### src/rtl/uart_frame_sched.sv
// Frame tick scheduler and per-byte ROM server for the RS-485 UART transmitter; flags stalled frames and missed ticks.
// Define FRAME_CNT_EN to add the 16-bit completed-frame counter output frameCnt.
module uart_frame_sched #(
    parameter int BYTES   = 4,
    parameter int CYCLES  = 64,
    parameter int PERIOD  = 2400,
    parameter int TIMEOUT = 1023,
    parameter int MEM_LAT = 2
) (
    input  logic        clk,
    input  logic        reset,
    input  logic        enable,
    input  logic        full,
    input  logic        rqRom,
    input  logic [7:0]  memData,
    input  logic        errClr,
    output logic        RQ,
    output logic        ack,
    output logic [5:0]  cycle,
    output logic [7:0]  data,
    output logic        memRd,
    output logic [8:0]  memAddr,
    output logic        busy,
    output logic        frameDone,
    output logic        timeoutErr,
    output logic        overrun
`ifdef FRAME_CNT_EN
    ,
    output logic [15:0] frameCnt
`endif
);

    localparam int PW = $clog2(PERIOD);
    localparam int WW = $clog2(TIMEOUT + 1);
    localparam int BW = (BYTES > 1) ? $clog2(BYTES) : 1;

    typedef enum logic [1:0] {ST_IDLE, ST_SEND, ST_DONE, ST_ABORT} state_t;
    typedef enum logic [1:0] {BY_FREE, BY_LAT, BY_ACK} byte_t;

    state_t        state, state_nx;
    byte_t         byte_st, byte_nx;
    logic [PW-1:0] per_cnt;
    logic [WW-1:0] wd_cnt;
    logic [BW-1:0] byte_idx;
    logic [1:0]    lat_cnt;
    logic          tick;
    logic          rd_go, latch_go, rel_go, done_go, abort_go;

    assign tick = enable && (per_cnt == PW'(PERIOD - 1));
    assign RQ   = (state == ST_SEND);
    assign busy = (state != ST_IDLE);

    always_ff @(posedge clk or posedge reset) begin
        if (reset) begin
            state   <= ST_IDLE;
            byte_st <= BY_FREE;
        end else begin
            state   <= state_nx;
            byte_st <= byte_nx;
        end
    end

    // full beats the watchdog; either exit abandons whatever byte is in flight
    always_comb begin
        state_nx = state;
        byte_nx  = byte_st;
        rd_go    = 1'b0;
        latch_go = 1'b0;
        rel_go   = 1'b0;
        done_go  = 1'b0;
        abort_go = 1'b0;
        case (state)
            ST_IDLE: begin
                if (tick) begin
                    state_nx = ST_SEND;
                    byte_nx  = BY_FREE;
                end
            end
            ST_SEND: begin
                if (full) begin
                    state_nx = ST_DONE;
                    done_go  = 1'b1;
                end else if (wd_cnt == WW'(TIMEOUT - 1)) begin
                    state_nx = ST_ABORT;
                    abort_go = 1'b1;
                end else begin
                    case (byte_st)
                        BY_FREE: if (rqRom && !ack) begin
                            rd_go   = 1'b1;
                            byte_nx = BY_LAT;
                        end
                        BY_LAT: if (lat_cnt == 2'(MEM_LAT)) begin
                            latch_go = 1'b1;
                            byte_nx  = BY_ACK;
                        end
                        BY_ACK: if (!rqRom) begin
                            rel_go  = 1'b1;
                            byte_nx = BY_FREE;
                        end
                        default: byte_nx = BY_FREE;
                    endcase
                end
            end
            ST_DONE, ST_ABORT: begin
                if (!full) state_nx = ST_IDLE;
            end
            default: state_nx = ST_IDLE;
        endcase
    end

    always_ff @(posedge clk or posedge reset) begin
        if (reset) begin
            per_cnt    <= '0;
            wd_cnt     <= '0;
            byte_idx   <= '0;
            lat_cnt    <= '0;
            ack        <= 1'b0;
            cycle      <= '0;
            data       <= '0;
            memRd      <= 1'b0;
            memAddr    <= '0;
            frameDone  <= 1'b0;
            timeoutErr <= 1'b0;
            overrun    <= 1'b0;
        end else begin
            per_cnt <= (!enable || tick) ? '0 : per_cnt + 1'b1;

            memRd <= rd_go;
            if (rd_go)
                memAddr <= 9'(cycle) * 9'(BYTES) + 9'(byte_idx);

            // lat_cnt==0 in the strobe clock, so memData is taken MEM_LAT clocks after it
            if (rd_go)
                lat_cnt <= '0;
            else if (state == ST_SEND && byte_st == BY_LAT)
                lat_cnt <= lat_cnt + 1'b1;

            if (latch_go)
                data <= memData;

            if (latch_go)
                ack <= 1'b1;
            else if (rel_go || state_nx != ST_SEND)
                ack <= 1'b0;

            if (state == ST_IDLE) begin
                wd_cnt   <= '0;
                byte_idx <= '0;
            end else begin
                if (state == ST_SEND)
                    wd_cnt <= wd_cnt + 1'b1;
                if (rel_go)
                    byte_idx <= (byte_idx == BW'(BYTES - 1)) ? '0 : byte_idx + 1'b1;
            end

            frameDone <= done_go;
            if (done_go)
                cycle <= (cycle == 6'(CYCLES - 1)) ? '0 : cycle + 1'b1;

            if (abort_go)
                timeoutErr <= 1'b1;
            else if (errClr)
                timeoutErr <= 1'b0;

            if (tick && state != ST_IDLE)
                overrun <= 1'b1;
            else if (errClr)
                overrun <= 1'b0;
        end
    end

`ifdef FRAME_CNT_EN
    always_ff @(posedge clk or posedge reset) begin
        if (reset)
            frameCnt <= '0;
        else if (done_go)
            frameCnt <= frameCnt + 1'b1;
    end
`endif

endmodule

### config.mk
export PLATFORM = sky130hd
export DESIGN_NAME = uart_frame_sched
export DESIGN_NICKNAME = d
export VERILOG_FILES = /design/src/rtl/uart_frame_sched.sv
export SDC_FILE = /design/constraint.sdc
export NUM_CORES = 1
export LEC_CHECK = 0
export CORE_ASPECT_RATIO = 1.4
export CORE_MARGIN = 3
export CORE_UTILIZATION = 57
export CTS_CLUSTER_DIAMETER = 120
export DETAILED_ROUTE_END_ITERATION = 10
export PLACE_DENSITY = 0.83
export SETUP_SLACK_MARGIN = 0.2
export SYNTH_ARGS = -nofsm -noshare
export SYNTH_HDL_FRONTEND = slang
export SYNTH_SLANG_ARGS = --single-unit
### constraint.sdc
create_clock -name clk -period 5.7 [get_ports clk]
set_clock_uncertainty 0.2 [all_clocks]
set_input_delay 1.14 -clock clk [delete_from_list [all_inputs] [get_ports clk]]
set_output_delay 1.14 -clock clk [all_outputs]
set_load 0.03 [all_outputs]
== Word level (Yosys, flattened, before mapping) ==
Index checks and enable logic that the tools add are counted.
Word-level totals
  register bits: 58
  input port bits: 14
  output and inout bits: 30
  word-level logic and storage cells: 103
Cells by class
  add/subtract/negate cells: 6
  reductions and logical operators: 19
  multiplexer cells: 47
  equal/unequal tests: 17
Operators with widths (count)
  $mux W2: 15
  $mux W1: 25
  $mux W10: 2
  $reduce_bool A2 Y1: 7
  $add A12 B1 Y12 const B: 1
  $eq A12 B12 Y1 const B: 1
  $mux W12: 1
  $pmux W2 S3: 2
  $add A10 B1 Y10 const B: 1
  $eq A10 B10 Y1 const B: 1
  $eq A2 B2 Y1 const B: 5
  $add A8 B2 Y9: 1
  $ne A3 B3 Y1 const B: 3
  $reduce_and A7 Y1: 1
  $add A6 B1 Y6 const B: 1
  $eq A6 B6 Y1 const B: 1
  $mux W6: 1
  $ne A2 B2 Y1 const B: 3
  $add A2 B1 Y2 const B: 2
  $eq A2 B1 Y1 const B: 2
  $logic_and A1 B1 Y1: 4
  $logic_not A2 Y1: 2
  $pmux W2 S2: 1
  $logic_not A1 Y1: 2
  3 further kinds: 4

== Depth between registers and ports, before layout ==
Gate-level depths: netlist of the first run.
  word-level depth: 8
  gate-level depth with buffers: 7
  depth with buffers taken out: 7

== Worst setup path after synthesis of the first run ==
OpenSTA, ideal clock, no wires.
  path type: input -> register
  start: in full
  end: reg data[0]
  setup slack: 3228 ps
  library setup time: 125 ps
  stages: 4
  required time: 5375 ps
  buffers on the path: 1
  data arrival time: 2147 ps
  cell sequence: a311oi_4 and4b_1 buf_6 mux2_4
Between the ends
  longest elaborated chain between the ends: 2
Ends and longest elaborated chain
  from (decl): RTL line 13  | input logic full,
  $mux W1: RTL line 80  | if (full) begin
  $mux W1: RTL line 72  | case (state)
  to (signal assigned): RTL line 139  | data <= memData;
  to (decl): RTL line 20  | output logic [7:0] data,
Every way passes these cells.
A chain may end at the register's enable or synchronous reset.

== Worst setup path in the final report of the first run ==
  start: reg state[1]
  end: out busy
Between the ends
  longest elaborated chain between the ends: 1
Ends and longest elaborated chain
  from (decl): RTL line 40  | state_t state, state_nx;
  from (signal assigned): RTL line 58  | state <= state_nx;
  $reduce_bool A2 Y1: RTL line 51  | assign busy = (state != ST_IDLE);
  to (decl): RTL line 23  | output logic busy,
Every way passes these cells.

==> results by group, run 1 <==
Critical path
  – Register-to-register setup slack: 3.11 ns
  – CP startpoint kind: flip-flop
  – RR Startpoint: wd_cnt[0]
  – Worst Path Required: 4.36 ns
  – Worst Reg-to-Reg Cells: 6
  – Critical Path Sink Type: output pin
  – Reg-to-Reg End: data[0]
  – Critical path class: flip-flop to output pin
  – Crit path arrival time: 2.09 ns
  – Critical Path Source: state[1]
  – Worst setup path endpoint: busy
  – Crit path max fanout: 13

Routing
  – WL/cell: roughly 15 um
  – Post-route ant nets: 0
  – Final WL: 5010 um
  – DRC marker count from the first detailed-route iteration: between 100 and 150
  – DRC violations left: 0
  – Vias: between 1500 and 2000
  – Via density: 5.49
  – DRT Pass-1 Iters: 5

Final layout
  – Fillers: 321
  – P&R area growth vs syn: 25.7%
  – Reg area: 0.00143 sq mm
  – Net count, final: 299
  – Final Non-Filler Cells: 343
  – Area of the multi-input gates: 0.00111 sq mm
  – Layout cell share with drive strength beyond 1: 14.8%
  – N_diodes: 0

Floorplan
  – Die area: around 0.0055 sq mm
  – Die Y-Extent: 86.2 um
  – Initial Utilization: 60.3%
  – Ports: 44
  – Row count: 28
  – Die width: 63.3 um
  – Core area: 0.00434 sq mm

Yosys
  – Most frequent cell after synthesis: dfrtp_1
  – Synth warn: 0
  – Synth top area share: roughly 54%
  – Mapped Area: 0.00262 sq mm
  – Main synth FF type: dfrtp_1
  – Synthesized Nets: about 250
  – Synth top cells by count: dfrtp_1 (57), nand2_1 (20), nor2_1 (19)
  – Top cells by area, synth: dfrtp_1 (54%), mux2_4 (4.6%), mux2_2 (3.9%), xnor2_1 (3.7%), ha_1 (2.9%)
  – Synth async-reset ratio: 100%
  – EDFF count, synth: 0
  – Seq/Total Area, Yosys: 54.5%
  – Synth cell types: 46
  – Post-synthesis register bit count: 57
  – Syn avg cell area: 11.4 sq um
  – Gate Count Post-Synth: between 200 and 250
  – Largest area contributor in the netlist: dfrtp_1

STA
  – Ratio of final minimum period to clock period: between 60% and 70%
  – Worst-Margin Slew: ~0.68 ns
  – Min Clock Period, post-route: between 3 and 4 ns
  – Hold slack: 0.293 ns
  – Final Hold Viols: 0
  – Max-slew violation count: 0
  – Final TNS setup: 0 ns
  – RSZ-0062 raised after global routing: no
  – Max Clock Freq: 291 MHz
  – Worst slew margin: 54.5%
  – Final worst slack: approximately 2.3 ns
  – Setup violators final: 0

CTS
  – Post-CTS Hold Fix Bufs: 0
  – CTS H-tree lvls: 3
  – TritonCTS clock tree: done
  – Worst-path clk slew: roughly 0.060 ns
  – CTS Buf Count: 9
  – Sink Count: 57
  – Post_cts resized: 0
  – Clk_lat worst skew: 0.33 ns
  – Root Buffer: clkbuf_8
  – Post CTS Setup Buffer Count: 0
  – Clock tree buffer depth: 2

Place
  – Worst slack, placed: roughly 2.3 ns
  – Cells after DPL: approximately 330
  – Hpwl dp: 3340 um
  – Count of buffers from port buffering: 42
  – GPL Wtd Cong: 0.799

GRT
  – GR Overflow Total: 0
  – Vias in the first global route: 1838
  – Largest net degree at the start of global routing: 58
  – Antenna violations before repair: 0
  – First-pass GRT wire length: 8580 um
  – GRT Resource Usage Total: between 20 and 25%

Hold path
  – Hold_sp: per_cnt[0]
  – Hold Crit Class: flip-flop to flip-flop

Flow run
  – Max-cap violations: 0

Power and ir drop
  – Total power: 811 uW
  – Pwr/cell area: about 250 mW/mm^2
  – Max rail drop VDD: 0.263 mV
  – Lkg Pwr: between 0.0015 and 0.002 uW

Status
  – Outcome: completed
==> layout make-up <==
type / instances / area share, %
Clock buffer: 12 / 4.72
Clock inverter: 3 / 1.22
Inverter: 15 / 1.71
Multi-Input combinational cell: 153 / 33.7
Sequential cell: 57 / 43.4
Tap cell: 60 / 2.28
Timing Repair Buffer: 43 / 13.0
==> cell families after synthesis <==
family	synth area share, %
AND/OR/NAND/NOR	16.3
flip-flops	54.5
AO/OA/AOI/OAI	8.08
multiplexers	9.23
buffers and inverters	3.15
XOR/XNOR	5.69
adder cells (fa/ha/maj)	2.87
other	0.143
==> sequential cells by signal (all words and copies together), names as in the netlist <==
signal,cells
per_cnt,12
wd_cnt,10
data,8
memAddr,8
cycle,6
byte_idx,2
byte_st,2
lat_cnt,2
state,2
ack,1
frameDone,1
memRd,1
overrun,1
timeoutErr,1
==> per-stage QoR <==
step	area [sq um]	utilization (%)
CTS	3290	75.7
detailed placement	3090	71.2
finish	3290	75.7
global route	3290	75.7
global placement	3090	71.2
floorplan	2620	-
==> power by group <==
part / leakage [uW] / switching, uW / internal [uW] / total [uW]
clock network: 0.000102 / 152 / 222 / 374
logic: 0.000621 / 15.2 / 12.1 / 27.4
registers: 0.000786 / 2.47 / 408 / 410
total: 0.00151 / 170 / 642 / 811
==> per-layer routing <==
layer  up-vias  global-route usage [%]  part of all wire, %
li1        905                       -                    -
met1       916                    25.9                   44
met2        54                    33.4                   50
met3         9                    5.84                  4.6
met4         0                    8.25                  1.6
met5         -                       0                    0
==> cells in the final DEF (no fill, tap or decap), drive strengths merged, types with 2 or more instances in the layout <==
cell type and n:
dfrtp 57, clkdlybuf4s50 42, nand2 21, nor2 19
mux2 17, inv 15, clkbuf 12, xnor2 11
o21ai 11, nand3 9, xor2 6, ha 6
and4 6, a21oi 5, nand4 5, and3 3
and2 3, nand2b 3, nor3 2, o22ai 2
nor3b 2, nor4b 2, a31o 2, mux2i 2
clkinv 2, a311oi 2
==> worst min-delay path by stage <==
stage,to,cells past startpoint
detailed placement,per_cnt[0],1
global route,per_cnt[0],1
finish,per_cnt[0],1
floorplan,per_cnt[0],1
global placement,per_cnt[0],1
CTS,per_cnt[0],1
==> worst max-delay path, stage by stage (launching register included) <==
cell	delay [ns]
dfrtp_1	0.52
nor2_1	0.41
inv_1	0.20
clkdlybuf4s50_1	0.64
Power figures use the tool's default switching activity.
==> inputs of run 2 (changes only) <==
- CORE_UTILIZATION: 57 -> 53
- PLACE_DENSITY: 0.83 -> 0.78
- clock period: 5.7 -> 3.3 ns (I/O delays scaled with it)
==> results by group, run 2 (synthesized netlist as in run 1, its figures left out) <==
Final layout
  – Most common cell after layout, fill and taps aside: dfrtp_1 (unchanged)
  – Max reg flops: 12 (unchanged)
  – P&R area growth vs syn: 24.6% (was 25.7%)
  – Top reg by flops: per_cnt (unchanged)
  – Top flop regs: per_cnt: 12 flops, wd_cnt: 10 flops (unchanged)
  – N_diodes: 0 (unchanged)
  – Most frequent cells in the layout: dfrtp_1 (57), clkdlybuf4s50_1 (42), nand2_1 (20) (unchanged)
  – Final Non-Filler Cells: 345 (was 343)
  – Net count, final: 300 (was 299)
  – Design Area, Final: 0.00326 sq mm (was 0.00329 sq mm)
  – Layout cell share with drive strength beyond 1: 13.8% (was 14.8%)

Floorplan
  – Ports: 44 (unchanged)
  – Die area: 0.00583 sq mm (was 0.00545 sq mm)
  – Die Y-Extent: 89.2 um (was 86.2 um)
  – Core area: 0.00464 sq mm (was 0.00434 sq mm)
  – Die width: 65.4 um (was 63.3 um)
  – Initial Utilization: 56.4% (was 60.3%)
  – Row count: 29 (was 28)

Power and ir drop
  – Pwr/cell area: 387 mW/mm^2 (was 247 mW/mm^2)
  – Total power: 1260 uW (was 811 uW)
  – Max rail drop VDD: 0.261 mV (was 0.263 mV)
  – Lkg Pwr: 0.00149 uW (was 0.00151 uW)

CTS
  – Clock tree buffer depth: 2 (unchanged)
  – Post CTS Setup Buffer Count: 0 (unchanged)
  – Post_cts resized: 0 (unchanged)
  – Clk_lat worst skew: 0.33 ns (about the same)
  – Sink Count: 57 (unchanged)
  – Post-CTS Hold Fix Bufs: 0 (unchanged)
  – CTS H-tree lvls: 3 (unchanged)
  – Worst-path clk slew: 0.06 ns (about the same)
  – Root Buffer: clkbuf_8 (unchanged)
  – CTS Buf Count: 9 (unchanged)
  – TritonCTS clock tree: done (unchanged)

Critical path
  – Critical path buffers and inverters: 2 (unchanged)
  – Worst Path Required: 2.44 ns (was 4.36 ns)
  – Register-to-register setup slack: 0.75 ns (was 3.11 ns)
  – Levels on crit path: 3 (unchanged)
  – Crit path max fanout: 13 (unchanged)
  – Critical Path Sink Type: output pin (unchanged)
  – CP startpoint kind: flip-flop (unchanged)
  – Critical Path Source: state[1] (unchanged)
  – Slowest cell on crit path: clkdlybuf4s50_1 (unchanged)
  – Worst Reg-to-Reg Cells: 6 (unchanged)
  – Critical path class: flip-flop to output pin (unchanged)
  – Cells along the critical path: nor2_1 > inv_1 > clkdlybuf4s50_1 (unchanged)
  – RR Startpoint: wd_cnt[0] (unchanged)
  – CP peak stage delay: 0.64 ns (about the same)
  – Family with the most delay on the worst path: buffers and inverters (unchanged)
  – Reg-to-Reg End: data[7] (was data[0])
  – Crit path arrival time: 2.10 ns (was 2.09 ns)

GRT
  – Antenna violations before repair: 0 (unchanged)
  – First-pass GRT wire length: 8250 um (was 8580 um)
  – Largest net degree at the start of global routing: 37 (was 58)
  – GRT Resource Usage Total: 19.1% (was 20.5%)
  – GR Overflow Total: 0 (unchanged)
  – Vias in the first global route: 1831 (was 1838)

Routing
  – Vias: 1850 (was 1884)
  – Post-route ant nets: 0 (unchanged)
  – Final WL: 4910 um (was 5010 um)
  – Via density: 5.36 (was 5.49)
  – WL/cell: 14.2 um (was 14.6 um)
  – DRC violations left: 0 (unchanged)
  – DRC marker count from the first detailed-route iteration: 75 (was 110)
  – DRT Pass-1 Iters: 4 (was 5)

Place
  – GPL Wtd Cong: 0.788 (was 0.799)
  – Cells after DPL: 331 (was 328)
  – Dpl cell area: 0.00312 sq mm (was 0.00309 sq mm)
  – Count of buffers from port buffering: 42 (unchanged)
  – Hpwl dp: 3550 um (was 3340 um)

STA
  – Worst slew margin: 63.0% (was 54.5%)
  – Max-slew violation count: 0 (unchanged)
  – Worst-Margin Slew: 0.555 ns (was 0.683 ns)
  – Max Clock Freq: 338 MHz
  – Min Clock Period, post-route: 2.96 ns
  – Final TNS setup: 0 ns (unchanged)
  – Final Hold Viols: 0 (unchanged)
  – RSZ-0062 raised after global routing: no (unchanged)
  – Setup violators final: 0 (unchanged)
  – Ratio of final minimum period to clock period: 89.7%
  – Hold slack: 0.308 ns (was 0.293 ns)

Hold path
  – Hold Crit Class: flip-flop to flip-flop (unchanged)
  – Min-Delay Endpoint: memAddr[0] (was per_cnt[0])
  – Cell depth of the worst hold path: 1 (unchanged)
  – Hold_sp: memAddr[0] (was per_cnt[0])

Status
  – Outcome: completed (unchanged)

Flow run
  – Max-cap violations: 0 (unchanged)
==> run 2: cell type report <==
| type | instances | area (sq um) |
|---|---|---|
| Sequential cell | 57 | 1430 |
| Clock buffer | 13 | 139 |
| Multi-Input combinational cell | 153 | 1110 |
| Inverter | 15 | 56.3 |
| Fill cell | 381 | 1380 |
| Tap cell | 62 | 77.6 |
| Clock inverter | 1 | 5.00 |
| Timing Repair Buffer | 44 | 448 |
==> run 2: how the worst max path moves through the flow <==
stage	slack (ns)	end
after CTS	0.31	busy
after global placement	0.46	data[6]
final	0.34	busy
after floorplan	1.04	ack
after global routing	0.24	busy
after detailed placement	0.42	data[3]
==> run 2: worst register-to-register path, delay by kind of cell, from the launching register on <==
kind / cells / cell delay, ns
adder cells (fa/ha/maj): 1 / 0.19
flip-flops: 1 / 0.44
multiplexers: 1 / 0.35
AO/OA/AOI/OAI: 1 / 0.37
buffers and inverters: 1 / 0.07
AND/OR/NAND/NOR: 2 / 0.82
==> run 2: power breakdown <==
part	switching [uW]	internal, uW
logic	26.7	22.7
registers	4.43	704
clock network	242	263
total	273	990
==> run 2: through the flow <==
step                utilization [%]  setup slack [ns]
detailed placement             67.1             0.423
CTS                            70.2             0.314
floorplan                         -              1.04
finish                         70.2             0.340
global route                   70.2             0.236
global placement               67.1             0.464
==> run 2: metal layers <==
metal	share of wire (%)	up-vias	GRT usage, %
li1	-	897	-
met1	43	902	23.4
met2	50	39	30.0
met3	4.0	12	5.41
met4	2.7	0	11.9
met5	0	-	0
